`config.mk`:
```
export PLATFORM = sky130hd
export DESIGN_NAME = stack_sequencer
export DESIGN_NICKNAME = d
export VERILOG_FILES = /design/src/rtl/cpu_pkg.sv /design/src/rtl/stack_sequencer.sv
export SDC_FILE = /design/constraint.sdc
export NUM_CORES = 1
export LEC_CHECK = 0
export ABC_AREA = 1
export CAP_MARGIN = 15
export CORE_AREA = 2 2 78 118
export CTS_CLUSTER_DIAMETER = 80
export CTS_CLUSTER_SIZE = 30
export DETAILED_ROUTE_END_ITERATION = 6
export DIE_AREA = 0 0 80 120
export DONT_BUFFER_PORTS = 1
export PLACE_DENSITY = 0.58
export SYNTH_ARGS = -nofsm -noshare
export SYNTH_HDL_FRONTEND = slang
export SYNTH_SLANG_ARGS = --single-unit
```
`constraint.sdc`:
```
create_clock -name clk -period 3 [get_ports clk]
set_input_delay 0.15 -clock clk [delete_from_list [all_inputs] [get_ports clk]]
set_output_delay 0.15 -clock clk [all_outputs]
set_load 0.02 [all_outputs]
```
`src/rtl/cpu_pkg.sv`:
```
// Shared CPU definitions: stack op encodings, byte counts, stack page and sequencer states.
package cpu_pkg;

    typedef enum logic [2:0] {
        OP_PHA = 3'b000,
        OP_PHP = 3'b001,
        OP_PLA = 3'b010,
        OP_PLP = 3'b011,
        OP_JSR = 3'b100,
        OP_RTS = 3'b101,
        OP_INT = 3'b110,
        OP_RTI = 3'b111
    } op_e;

    typedef enum logic [2:0] {
        ST_IDLE,
        ST_PUSH,
        ST_PULL,
        ST_LAST,
        ST_DONE
    } state_e;

    localparam logic [7:0] STACK_PAGE = 8'h01;

    localparam logic [1:0] SP_HOLD = 2'b00;
    localparam logic [1:0] SP_INC  = 2'b01;
    localparam logic [1:0] SP_DEC  = 2'b10;

    localparam logic [1:0] NB_PHA = 2'd1;
    localparam logic [1:0] NB_PHP = 2'd1;
    localparam logic [1:0] NB_JSR = 2'd2;
    localparam logic [1:0] NB_INT = 2'd3;
    localparam logic [1:0] NB_PLA = 2'd1;
    localparam logic [1:0] NB_PLP = 2'd1;
    localparam logic [1:0] NB_RTS = 2'd2;
    localparam logic [1:0] NB_RTI = 2'd3;

    function automatic logic [1:0] byte_count(input op_e op);
        logic [1:0] n;
        case (op)
            OP_PHA:  n = NB_PHA;
            OP_PHP:  n = NB_PHP;
            OP_JSR:  n = NB_JSR;
            OP_INT:  n = NB_INT;
            OP_PLA:  n = NB_PLA;
            OP_PLP:  n = NB_PLP;
            OP_RTS:  n = NB_RTS;
            default: n = NB_RTI;
        endcase
        return n;
    endfunction

    function automatic logic is_pull(input op_e op);
        return (op == OP_PLA) || (op == OP_PLP) || (op == OP_RTS) || (op == OP_RTI);
    endfunction

endpackage

```
`src/rtl/stack_sequencer.sv`:
```
// Multi-byte stack push/pull sequencer; drives an external stack pointer block and page-1 memory.
module stack_sequencer
    import cpu_pkg::*;
(
    input  logic        clk,
    input  logic        rst_n,
    input  logic        start,
    input  logic [2:0]  op,
    input  logic [15:0] pc,
    input  logic [7:0]  a,
    input  logic [7:0]  p,
    input  logic        brk,
    input  logic [7:0]  sp,
    input  logic [7:0]  mem_rdata,
    output logic [1:0]  sp_sel,
    output logic [15:0] addr,
    output logic [7:0]  wdata,
    output logic        we,
    output logic        re,
    output logic        busy,
    output logic        done,
    output logic [7:0]  res_data,
    output logic [15:0] res_pc,
    output logic        stk_err
);

    state_e      state;
    state_e      state_nx;
    op_e         op_q;
    logic [15:0] pc_q;
    logic [7:0]  a_q;
    logic [7:0]  p_q;
    logic        brk_q;
    logic [1:0]  k;
    logic [7:0]  pull_b0;
    logic [7:0]  pull_b1;
    logic        last_k;

    assign last_k = (k == byte_count(op_q) - 2'd1);

    function automatic logic [7:0] push_byte(input op_e o, input logic [1:0] idx,
                                             input logic [15:0] pcv, input logic [7:0] av,
                                             input logic [7:0] pv, input logic bv);
        logic [7:0] b;
        b = 8'h00;
        case (o)
            OP_PHA: b = av;
            OP_PHP: b = pv | 8'h30;
            OP_JSR, OP_INT: begin
                case (idx)
                    2'd0:    b = pcv[15:8];
                    2'd1:    b = pcv[7:0];
                    default: b = {pv[7:6], 1'b1, bv, pv[3:0]};
                endcase
            end
            default: b = 8'h00;
        endcase
        return b;
    endfunction

    // Control state, results and the sticky error flag
    always_ff @(posedge clk or negedge rst_n) begin
        if (!rst_n) begin
            state    <= ST_IDLE;
            k        <= 2'd0;
            res_data <= 8'h00;
            res_pc   <= 16'h0000;
            stk_err  <= 1'b0;
        end else begin
            state <= state_nx;
            if (state == ST_IDLE) begin
                k <= 2'd0;
            end else if (state == ST_PUSH || state == ST_PULL) begin
                k <= k + 2'd1;
            end
            // Final pulled byte arrives in LAST; assemble the results here
            if (state == ST_LAST) begin
                case (op_q)
                    OP_PLA, OP_PLP: res_data <= mem_rdata;
                    OP_RTS:         res_pc   <= {mem_rdata, pull_b0} + 16'd1;
                    OP_RTI: begin
                        res_data <= pull_b0;
                        res_pc   <= {mem_rdata, pull_b1};
                    end
                    default: ;
                endcase
            end
            if ((we || (re && sp_sel == SP_INC)) && sp == 8'h00) begin
                stk_err <= 1'b1;
            end
        end
    end

    // Operands and pipelined read bytes: pull k lands while pull k+1 is issued
    always_ff @(posedge clk) begin
        if (state == ST_IDLE && start) begin
            op_q  <= op_e'(op);
            pc_q  <= pc;
            a_q   <= a;
            p_q   <= p;
            brk_q <= brk;
        end
        if (state == ST_PULL && k != 2'd0) begin
            if (k == 2'd1) begin
                pull_b0 <= mem_rdata;
            end else begin
                pull_b1 <= mem_rdata;
            end
        end
    end

    always_comb begin
        state_nx = state;
        sp_sel   = SP_HOLD;
        we       = 1'b0;
        re       = 1'b0;
        addr     = 16'h0000;
        wdata    = 8'h00;
        busy     = 1'b1;
        done     = 1'b0;
        case (state)
            ST_IDLE: begin
                busy = 1'b0;
                if (start) begin
                    state_nx = is_pull(op_e'(op)) ? ST_PULL : ST_PUSH;
                end
            end
            ST_PUSH: begin
                we     = 1'b1;
                sp_sel = SP_DEC;
                addr   = {STACK_PAGE, sp};
                wdata  = push_byte(op_q, k, pc_q, a_q, p_q, brk_q);
                if (last_k) begin
                    state_nx = ST_DONE;
                end
            end
            ST_PULL: begin
                re     = 1'b1;
                sp_sel = SP_INC;
                addr   = {STACK_PAGE, sp};
                if (last_k) begin
                    state_nx = ST_LAST;
                end
            end
            ST_LAST: state_nx = ST_DONE;
            ST_DONE: begin
                done     = 1'b1;
                state_nx = ST_IDLE;
            end
            default: state_nx = ST_IDLE;
        endcase
    end

endmodule

```
==> flow_metrics.tcl <==
set metrics [dict create \
    status "completed" \
    chipHeight_um 120 \
    final_non_filler_cell_total 570 \
    grt_pass1_wl_um 13300 \
    synth.yosys.seq_area_share 0.598 \
    critical_path_peak_fanout 10 \
    via_count_of_the_first_global_routing_pass 2785 \
    post-layout-total-power_mw 4.06 \
    synthToLayoutAreaGrowth_pct 22.1 \
    adder_cell_area_share_of_the_yosys_netlist 0.0133 \
    postSynthRegisterBits 80 \
    die_width_um 80 \
    antenna_cells_inserted 0 \
    synth_simple_gate_area_share 0.232 \
    first_pass_detailed_route_iteration_total 5 \
    finalNetCount 514 \
    initialDrtViolationCount 115 \
    grt_antenna_before_repair 0 \
    root_buffer "sky130_fd_sc_hd__clkbuf_16" \
    hold_viol_final 0 \
    overall_routing_resource_usage 0.184 \
    multi_input_area_mm2 0.00125 \
    hold-worst-slack_ns 0.0149 \
    final.setup.worst_slack_ns 0.506 \
    grt_start_max_net_pins 35 \
    rsz_0062_raised_after_global_routing "no" \
    core.rowCount 42 \
    cts.clk_slew.worst_paths_ns 0.06 \
    crit_path_max_incr_delay_ns 0.44 \
    power.switching_fraction 0.388 \
    clock_path_buffers 2 \
    layout.cell_area.non_filler_mm2 0.00460 \
    timing.final.crit_share 0.831 \
    relSlewSlack 0.516 \
    core-area_mm2 0.00862 \
    buffer_ports.inserted 0 \
    synthDistinctLibCells 31 \
    cp_cell_sequence "inv_1 -> ha_1 -> inv_1 -> nand2_1 -> o21ai_1 -> nand2_1 -> a31oi_1" \
    count_of_vias_placed_by_the_detailed_router 2801 \
    synth_xor_area_frac 0.00931 \
    cts.sinks 80 \
    vdd_ir_drop_max_uv 421 \
    totalWireLength_um 8510 \
    worst-setup-path-type "reg2out" \
    placed_cells 510 \
    gp_congestion 0.841 \
    yosys_warnings 0 \
    die_area_mm2 0.00960 \
    drive_above_1_share 0.0826 \
    synth-edff-count 50 \
    timing.hold.worst.class "in2reg" \
    syn_inst 407 \
    sequential_area_mm2 0.00225 \
    final-setup-viol-count 0 \
    netlist_area_mm2 0.00376 \
    postSynth.asyncResetShare 0.375 \
    drcViolationCount 0 \
    cp-end-kind "output pin" \
    achievable-frequency_mhz 401 \
    post_drt_wl_per_cell_um 14.9 \
    power_density_mw_per_mm2 883 \
    h-tree-depth 3 \
    critical_path.startpoint_type "flop" \
    clock-skew-final_ns 0.00409 \
    main_combinational_cell_family_by_area_after_synthesis "simple AND/OR/NAND/NOR gates" \
    number_of_max_cap_violations 0 \
    critical_path_arrival_ns 2.34 \
    fillCellCount 790 \
    post-cts-setup-buffers 0 \
    p_int_mw 2.49 \
    actual_transition_at_the_worst_max_transition_pin_ns 0.723 \
    fin_setup_tns_ns 0 \
    cts_tree "yes" \
    num_io_pins 110 \
    floorplan.initialDensity 0.437 \
    share_clk_of_total_power 0.265 \
    synth.area.mux_share 0 \
    final_common_cell "sky130_fd_sc_hd__nand2_1" \
    post-route-min-period_ns 2.49 \
    synthesized_area_fraction_occupied_by_ao_oa_aoi_and_oai_cells 0.0701 \
    power_switching_mw 1.57 \
    clock_insertion_delay_worst_skew_ns 0.34 \
    most_used_flip_flop_cell_after_synthesis "sky130_fd_sc_hd__edfxtp_1" \
    cts_buffers 9 \
    routed_via_density 4.91 \
    place_area_mm2 0.00385 \
    grt.overflow.total 0 \
    worst_path_max_delay_cell "sky130_fd_sc_hd__a31oi_1" \
    pre_cts_ws_ns 0.822 \
    power.leakage_nw 1.97 \
    final_cell_mix "sky130_fd_sc_hd__nand2_1, sky130_fd_sc_hd__edfxtp_1, sky130_fd_sc_hd__dlygate4sd3_1, sky130_fd_sc_hd__nor2_1, sky130_fd_sc_hd__inv_1" \
    place_hpwl_um 5810 \
    syn_avg_cell_area_um2 9.25 \
    crit_required_ns 2.85 \
    utilization 0.533 \
    power.share.combinational 0.267 \
    slew_violations 0 \
    drt.antenna.violating_nets 0 \
    sequentialPowerShare 0.468 \
]
==> flip-flops by register name, summed over array words and instances (netlist names) <==
| register | flops |
|---|---|
| a_q | 8 |
| brk_q | 1 |
| k | 2 |
| op_q | 3 |
| p_q | 6 |
| pc_q | 16 |
| pull_b0 | 8 |
| pull_b1 | 8 |
| res_data | 8 |
| res_pc | 16 |
| state | 3 |
| stk_err | 1 |
==> synthesized netlist by cell type, types with 3 or more instances <==
master	instances	area (µm²)
sky130_fd_sc_hd__buf_2	5	25.0
sky130_fd_sc_hd__inv_1	40	150
sky130_fd_sc_hd__inv_2	4	15.0
sky130_fd_sc_hd__or2_2	3	18.8
sky130_fd_sc_hd__nand4_1	3	18.8
sky130_fd_sc_hd__o21ai_0	16	80.1
sky130_fd_sc_hd__dfrtp_1	30	751
sky130_fd_sc_hd__nand3_1	25	125
sky130_fd_sc_hd__ha_1	4	50.1
sky130_fd_sc_hd__clkbuf_1	3	11.3
sky130_fd_sc_hd__edfxtp_1	50	1500
sky130_fd_sc_hd__nor3_1	6	30.0
sky130_fd_sc_hd__nand2_1	126	473
sky130_fd_sc_hd__buf_4	9	67.6
sky130_fd_sc_hd__nor2_1	43	161
sky130_fd_sc_hd__a21oi_1	10	50.1
sky130_fd_sc_hd__a31oi_1	12	75.1
==> final timing paths <==
path | slack, ns | cells after the start | endpoint | from
setup reg to reg | 1.01 | 5 | pull_b1[1] | k[0]
hold reg to reg | 0.46 | 1 | state[2] | state[2]
max in group asynchronous | 2.56 | 2 | res_data[1] | rst_n
setup / recovery | 0.51 | 7 | wdata[7] | k[0]
hold / removal | 0.01 | 3 | res_pc[10] | mem_rdata[2]
min in group asynchronous | 0.26 | 2 | res_data[0] | rst_n
==> power by group through the flow <==
stage          logic [mW]  registers [mW]  clock network (mW)
6_report             1.08            1.90                1.07
5_1_grt              1.22            1.94                1.15
4_1_cts              1.10            1.91                1.10
3_5_place_dp         1.04            1.93                   0
3_3_place_gp         1.01            1.92                   0
2_1_floorplan       0.869            1.88                   0
==> worst max-delay path, delay by kind of cell, from the launching register on <==
kind | cells | cell delay [ns]
and+or+nand+nor | 2 | 0.19
buffers and inverters | 2 | 0.18
adders and majority gates | 1 | 0.33
AOI/OAI and AO/OA | 2 | 0.87
DFF | 1 | 0.42
==> final cells by class <==
class	instances	share of cell area
clock buffer	9	0.0490
timing repair buffer	49	0.106
tap	110	0.0299
sequential	80	0.490
inverter	45	0.0373
clock inverter	7	0.0155
multi-input combinational	270	0.272
==> metal layers <==
metal  track usage  share of wire  wire length (µm)  vias to the layer above
met1         0.187           0.36              3090                     1290
met3        0.0414          0.051               435                       13
li1              -              -                 -                     1410
met4        0.0879          0.024               202                        0
met2         0.344           0.56              4780                       88
met5             0              0                 0                        -
==> timing repair <==
| item | CTS | global route |
|---|---|---|
| gates resized for setup | 0 | 0 |
| hold buffers | 44 | 0 |
| endpoints found under the hold margin | 87 | 0 |
==> cell families (layout without fill, tap and decap cells) <==
logic type | Yosys count | after routing
DFF | 80 | 80
other | 1 | 7
and+or+nand+nor | 211 | 211
adders and majority gates | 4 | 4
AOI/OAI and AO/OA | 44 | 44
xor gates and xnor gates | 4 | 4
buffers and inverters | 63 | 110
Power figures use the tool's default switching activity.
